$ cat src/rtl/vdp_pkg.sv
// Shared VDP constants: active raster size, default Game Gear viewport,
// and the colour RAM geometry used by the final pixel stage.
package vdp_pkg;

    localparam int ACTIVE_W    = 256;
    localparam int ACTIVE_H    = 192;

    localparam int VIEW_X0_DEF = 48;
    localparam int VIEW_Y0_DEF = 24;
    localparam int VIEW_W_DEF  = 160;
    localparam int VIEW_H_DEF  = 144;

    localparam int CRAM_W      = 12;
    localparam int CRAM_DEPTH  = 32;
    localparam int IDX_W       = 5;

    typedef logic [IDX_W-1:0]  cram_idx_t;
    typedef logic [CRAM_W-1:0] cram_word_t;

endpackage

$ cat src/rtl/vdp_cram.sv
// 32x12 colour RAM: one synchronous write port, one synchronous read port.
// A same-edge read of the entry being written returns the old contents.
module vdp_cram
    import vdp_pkg::*;
(
    input  logic       clk_i,
    input  logic       we_i,
    input  cram_idx_t  waddr_i,
    input  cram_word_t wdata_i,
    input  cram_idx_t  raddr_i,
    output cram_word_t rdata_o
);

    cram_word_t mem [CRAM_DEPTH];
    cram_word_t rdata_q;

    always_ff @(posedge clk_i) begin
        if (we_i) begin
            mem[waddr_i] <= wdata_i;
        end
        rdata_q <= mem[raddr_i];
    end

    assign rdata_o = rdata_q;

endmodule

$ cat src/rtl/vdp_pixel_mixer.sv
// Final VDP pixel stage: resolves the palette index from background, sprite
// and control rules, looks it up in CRAM and emits registered RGB + de.
module vdp_pixel_mixer
    import vdp_pkg::*;
#(
    parameter int VIEW_X0 = VIEW_X0_DEF,
    parameter int VIEW_Y0 = VIEW_Y0_DEF,
    parameter int VIEW_W  = VIEW_W_DEF,
    parameter int VIEW_H  = VIEW_H_DEF
) (
    input  logic       clk,
    input  logic       rst,
    input  logic [9:0] pixel_x,
    input  logic [9:0] pixel_y,
    input  logic [5:0] bg_color,
    input  logic       bg_priority,
    input  logic [3:0] spr_color,
    input  logic [3:0] backdrop,
    input  logic       mask_col0,
    input  logic       display_en,
    input  logic       cram_we,
    input  logic [5:0] cram_a,
    input  logic [7:0] cram_d,
    output logic [3:0] red,
    output logic [3:0] green,
    output logic [3:0] blue,
    output logic       de
);

    localparam logic [9:0] ACT_X  = 10'(ACTIVE_W);
    localparam logic [9:0] ACT_Y  = 10'(ACTIVE_H);
    localparam logic [9:0] VX_LO  = 10'(VIEW_X0);
    localparam logic [9:0] VX_HI  = 10'(VIEW_X0 + VIEW_W);
    localparam logic [9:0] VY_LO  = 10'(VIEW_Y0);
    localparam logic [9:0] VY_HI  = 10'(VIEW_Y0 + VIEW_H);

    logic       active;
    logic       bg_wins;
    cram_idx_t  idx_d, idx_q;
    logic       vp_d, vp_q;
    logic       de_d, de_q;
    logic [7:0] latch_d, latch_q;
    logic       wr_en_d, wr_en_q;
    cram_idx_t  wr_addr_d, wr_addr_q;
    cram_word_t wr_data_d, wr_data_q;
    cram_word_t cram_rdata;
    cram_word_t rgb;
    logic       unused_bg0;

    // Bit 0 of the background colour is always zero upstream.
    assign unused_bg0 = bg_color[0];

    assign active  = (pixel_x < ACT_X) && (pixel_y < ACT_Y);
    // An opaque (non-zero) priority tile hides the sprite.
    assign bg_wins = bg_priority && (bg_color[4:1] != 4'd0);

    always_comb begin
        idx_d = {1'b1, backdrop};
        if (active && display_en && !(mask_col0 && (pixel_x < 10'd8))) begin
            if ((spr_color != 4'd0) && !bg_wins) begin
                idx_d = {1'b1, spr_color};
            end else begin
                idx_d = bg_color[5:1];
            end
        end
    end

    assign vp_d = (pixel_x >= VX_LO) && (pixel_x < VX_HI)
               && (pixel_y >= VY_LO) && (pixel_y < VY_HI);
    assign de_d = vp_q;

    // CPU writes are staged one cycle so the RAM write lands on the same
    // edge as the read for the pixel resolved alongside the odd strobe.
    always_comb begin
        latch_d = latch_q;
        if (cram_we && !cram_a[0]) begin
            latch_d = cram_d;
        end
    end

    assign wr_en_d   = cram_we && cram_a[0];
    assign wr_addr_d = cram_a[5:1];
    assign wr_data_d = {cram_d[3:0], latch_q};

    always_ff @(posedge clk or posedge rst) begin
        if (rst) begin
            idx_q     <= '0;
            vp_q      <= 1'b0;
            de_q      <= 1'b0;
            latch_q   <= '0;
            wr_en_q   <= 1'b0;
            wr_addr_q <= '0;
            wr_data_q <= '0;
        end else begin
            idx_q     <= idx_d;
            vp_q      <= vp_d;
            de_q      <= de_d;
            latch_q   <= latch_d;
            wr_en_q   <= wr_en_d;
            wr_addr_q <= wr_addr_d;
            wr_data_q <= wr_data_d;
        end
    end

    vdp_cram u_cram (
        .clk_i   (clk),
        .we_i    (wr_en_q),
        .waddr_i (wr_addr_q),
        .wdata_i (wr_data_q),
        .raddr_i (idx_q),
        .rdata_o (cram_rdata)
    );

    // The RAM read register has no reset; gating with the reset-cleared
    // de_q blanks RGB outside the viewport and immediately on reset.
    assign rgb   = de_q ? cram_rdata : '0;
    assign red   = rgb[3:0];
    assign green = rgb[7:4];
    assign blue  = rgb[11:8];
    assign de    = de_q;

endmodule

$ cat config.mk
export PLATFORM = sky130hd
export DESIGN_NAME = vdp_pixel_mixer
export DESIGN_NICKNAME = d
export VERILOG_FILES = /design/src/rtl/vdp_pkg.sv /design/src/rtl/vdp_cram.sv /design/src/rtl/vdp_pixel_mixer.sv
export SDC_FILE = /design/constraint.sdc
export NUM_CORES = 1
export LEC_CHECK = 0
export ABC_AREA = 1
export CAP_MARGIN = 20
export CORE_UTILIZATION = 32
export DETAILED_ROUTE_END_ITERATION = 7
export PLACE_DENSITY = 0.55
export RECOVER_POWER = 50
export SETUP_SLACK_MARGIN = 0.1
export SYNTH_ARGS = -nofsm -noshare
export SYNTH_HDL_FRONTEND = slang
export SYNTH_SLANG_ARGS = --single-unit
$ cat constraint.sdc
create_clock -name clk -period 2.1 [get_ports clk]
set_input_delay 0.525 -clock clk [delete_from_list [all_inputs] [get_ports clk]]
set_output_delay 0.525 -clock clk [all_outputs]
set_load 0.05 [all_outputs]
# After elaboration in Yosys (flattened, before gate mapping)
# Memories as Yosys holds them, arrays and structs flattened. A register that Yosys moved wholly into a read port is not among the register bits.
# Index checks and enable logic that the tools add are counted.
dict set report classes {
  add_sub_neg 0
  multipliers 0
  div 0
  magnitude_cmp 7
  eq_ne 0
  n_shift 0
  muxes 5
  bitwise_logic 0
  n_reduce_logical 16
}
# cell count
set op_table {}
lappend op_table {{10-bit by 8-bit < comparator with 1-bit output, second input constant} 3}
lappend op_table {{12-bit two-way mux} 1}
lappend op_table {{1-bit logical AND} 11}
lappend op_table {{10-bit by 5-bit greater-or-equal comparator with 1-bit output, second input constant} 1}
lappend op_table {{10-bit by 6-bit greater-or-equal comparator with 1-bit output, second input constant} 1}
lappend op_table {{10-bit by 4-bit < comparator with 1-bit output, second input constant} 1}
lappend op_table {{10-bit by 9-bit < comparator with 1-bit output, second input constant} 1}
lappend op_table {{5-bit two-way mux} 2}
lappend op_table {{4-bit nonzero test} 2}
lappend op_table {{1-bit logical NOT} 3}
lappend op_table {{1-bit two-way mux} 2}
dict set report word_totals {
  ff_bits 33
  latchBits 0
  ram_bits 384
  romBits 0
  input_bits 54
  output_inout_bits 13
  word_cells 36
  mem_count 1
}
# name depth word_bits read_ports rd_ports_with_merged_regs write_ports line
set mem_list {}
lappend mem_list {u_cram.mem 32 12 1 1 1 vdp_cram.sv:14} ;# cram_word_t mem [CRAM_DEPTH];

# Longest topological paths before layout
dict set report logic_depth {
  word_depth 6
  mapped_depth 11
  depth_no_buf 9
}

# Hierarchy
# Synthesis repeated with hierarchy kept, for this count alone.
dict set report hier_totals {
  cells_unflattened 1486
  area_unflattened_um2 17222.8
}
# mod n_inst cells_per_inst area_per_inst_um2 seq_area_each_um2
set by_module_without_submodules {}
lappend by_module_without_submodules {vdp_cram 1 1358 15899.0 11771.3}
lappend by_module_without_submodules {vdp_pixel_mixer 1 128 1323.8 825.8}

# Least setup slack after synthesis
# Ideal clock, no wire load.
dict set report synth_timing {
  path_type {reg2out}
  startpoint {register de_q (netlist: de)}
  endpoint {output blue[0]}
  arrival_ns 1.336
  required_time_ns 1.575
  setup_slack_ns 0.239
  stages_incl_launch_ff 4
  n_path_buf 1
  cell_sequence {dfrtp_1 clkbuf_1 nand2_1 inv_1}
}
dict set report synth_between {
  elab_chain_cells 1
}
# item line
set synth_lines {}
lappend synth_lines {{start, declared} vdp_pixel_mixer.sv:41} ;# logic de_d, de_q;
lappend synth_lines {{start signal, assigned} vdp_pixel_mixer.sv:89} ;# de_q <= 1'b0;
lappend synth_lines {{start signal, assigned} vdp_pixel_mixer.sv:97} ;# de_q <= de_d;
lappend synth_lines {{12-bit two-way mux} vdp_pixel_mixer.sv:116} ;# assign rgb = de_q ? cram_rdata : '0;
lappend synth_lines {{end, declared} vdp_pixel_mixer.sv:26} ;# output logic [3:0] blue,
# Every way passes these cells.

# Final worst setup path
dict set report layout_timing {
  startpoint {register wr_data_q[9]}
  endpoint {memory u_cram.mem[16][9] in the netlist's numbering (data pin)}
}
# item line
set layout_lines {}
lappend layout_lines {{start, declared} vdp_pixel_mixer.sv:45} ;# cram_word_t wr_data_d, wr_data_q;
lappend layout_lines {{start signal, assigned} vdp_pixel_mixer.sv:101} ;# wr_data_q <= wr_data_d;
lappend layout_lines {{end, declared} vdp_cram.sv:14}
# No word-level cell before the write port.

==> results.txt <==
outcome -> complete, but fails checks
failing checks -> design-rule violations
nets -> 1639
leakage power -> 7.76 nW
Synth cell types -> 20
part of the cycle the worst path needs -> 91.1%
worst r2r src -> wr_data_q[9]
mean routed wirelength per cell -> 18.1 um
crit path kind -> reg2reg
core area -> 0.0528 sq mm
Mapped Avg Cell Area -> 11.5 sq um
Mapped Area -> 0.0171 sq mm
syn_nets -> 1538
clock sink count -> 429
Slew @ Worst Pin -> 1.43 ns
antenna violations before repair -> 0
top cells by area, synth -> edfxtp_1, nand2_1, nand3_1, dfrtp_1, buf_2
Fillers -> 5081
Metal-1 WL -> 18800 um
CP max-delay cell -> clkbuf_1
diode count -> 0
slowest stage delay, CP -> 1.07 ns
Syn. warnings -> 0
area share of the largest cell type after synthesis -> 67.3%
antenna viol nets, final -> 0
Pre-Repair DR Iteration Count -> 7
final core occ -> 38.9%
Adder-Cell Fraction of Synth Area -> 0%
CTS Buffer Depth -> 3
mux contribution to synthesized area -> 0.526%
Area Overhead vs Synth -> 19.9%
unrepaired setup endpoints after global routing -> no
first-pass GRT wire length -> 63200 um
clock slew at reported path FFs -> 0.06 ns
Die Ht -> 233 um
Critical path buffers and inverters -> 1
GPL Wtd Cong -> 0.772
compound-cell area share of the yosys netlist -> 0.234%
Initial Util -> 32.5%
Final Critical Period -> 1.91 ns
Hold Crit Endpoint -> de
sequential cell area fraction in the yosys report -> 73.6%
top-count cell post-synth -> nand2_1
largest net degree at the start of global routing -> 97
XOR/XNOR Fraction of Synth Area -> 0%
fmax -> 523 MHz
routed wl met3 -> 2290 um
number of synthesized flops with an enable pin -> 384
DRC -> 2
Worst EP arrival -> 2.05 ns
Syn Inst Count -> 1484
largest family of logic cells by synthesized area -> simple AND/OR/NAND/NOR gates
Worst Hold Depth -> 0
R2R depth -> 1
Total GRT Usage -> 15.5%
pins over their slew limit -> 0
Setup TNS -> 0 ns
area leader, netlist -> edfxtp_1
clock root buffer -> clkbuf_16
worst path required time -> 2.23 ns
max_cap viols -> 0
highest metal used -> met4
Power Density -> 926 mW/mm^2
final hold vios -> 0
Top Ports -> 67
instance count on the critical path -> 1
share of layout cells above drive strength 1 -> 9.82%
DR WL met2 -> 19700 um
Iter 0 DRT Violations -> 788
die width -> 233 um
simple-gate share of the synthesized area -> 22.5%
FF-to-FF End -> u_cram.mem[16][9]
ys async rst share -> 7.69%
Post-CTS Setup Bufs -> 0
Die Area -> 0.0544 sq mm
later-pin clock latency in the skew report -> 0.54 ns
Max IR drop VDD -> 0.531 mV
final setup fails -> 0
CP startpoint kind -> flop
Worst Path Max Fanout -> 29
Synth top cells by count -> nand2_1, edfxtp_1, nand3_1
worst rel slew slack -> 4.47%
reg2reg setup slack -> 0.19 ns
vias per inst -> 4.75
vias in the first global route -> 10400
min-delay worst type -> reg2reg
CTS tree -> done
critical-path cell list -> clkbuf_1
row count -> 84
vias after detailed routing -> 11000
Final Skew -> 0.00803 ns
crit path capture type -> flop
CTS H-Tree Depth -> 2
Post-Route WL -> 41800 um
buffers added on ports -> 59
gr ovfl total -> 0
Main synth FF type -> edfxtp_1
FF+latch count, synth -> 429
hpwl dp -> 23700 um
TritonCTS buffer count -> 45
worst hold start -> de_d
top cell family by delay on the critical path -> buffers and inverters
[how the worst max path moves through the flow]
stage,start,to
after floorplan,de,blue[0]
after global placement,pixel_x[9],idx_q[3]
after detailed placement,pixel_x[9],idx_q[3]
after CTS,de,green[3]
after global routing,de,red[1]
final,wr_data_q[9],u_cram.mem[16][9]
[layer usage]
| metal | vias up | global-route usage (%) |
|---|---|---|
| met2 | 282 | 25.1 |
| li1 | 5313 | - |
| met3 | 55 | 2.53 |
| met4 | 0 | 4.33 |
| met1 | 5314 | 21.3 |
| met5 | - | 0 |
[cells in the final DEF (no fill, tap or decap), drive strengths merged, types with 2 or more instances in the layout]
cell type / n
buf: 77
nand3: 302
clkdlybuf4s50: 35
edfxtp: 384
o211ai: 2
dfxtp: 12
bufinv: 5
clkinv: 13
nor3: 2
clkbuf: 76
mux2: 8
dfrtp: 33
inv: 34
o21ai: 3
nand2: 579
nor2: 39
dlygate4sd3: 11
[per-stage QoR]
step,total power [mW],instances,setup slack (ns),area [sq um],hold slack [ns]
6_report,19.0,2307,0.187,20500,0.349
5_1_grt,19.6,2307,0.100,20500,0.371
2_1_floorplan,10.6,1484,0.239,17100,0.331
3_5_place_dp,11.3,2220,0.150,19000,0.342
3_3_place_gp,11.3,2219,0.104,19000,0.338
4_1_cts,19.2,2301,0.106,20500,0.332
[where the power goes]
group | switching [mW] | internal, mW | total (mW)
sequential | 0.109 | 9.60 | 9.71
combinational | 0.966 | 0.427 | 1.39
clock | 3.10 | 4.79 | 7.89
[cell families (layout without fill, tap and decap cells)]
family,Yosys count,count (layout)
muxes,8,8
AOI/OAI and AO/OA,6,6
and+or+nand+nor,925,925
DFF,429,429
buffers and inverters,116,251
[timing repair]
| action | CTS | global route |
|---|---|---|
| resized for setup | 0 | 4 |
| endpoints found under the hold margin | 0 | 0 |
| hold buffers | 0 | 0 |
| setup endpoints to repair | 0 | 9 |
[state kept, by name, indices dropped and copies added (netlist names)]
name            count
de                  1
de_d                1
idx_q               5
latch_q             8
u_cram.mem        384
u_cram.rdata_o     12
wr_addr_q           5
wr_data_q          12
wr_en_q             1
[area by class of cell]
type	count	area [sq um]	area share, %
clock inverters	17	204	0.994
multi-input cells	939	3990	19.4
inverters	35	138	0.670
well taps	688	861	4.19
flip-flops and latches	429	12600	61.4
clock buffers	64	1270	6.17
repair buffers	135	1460	7.11
No activity file was read; power rests on OpenSTA's default activity.
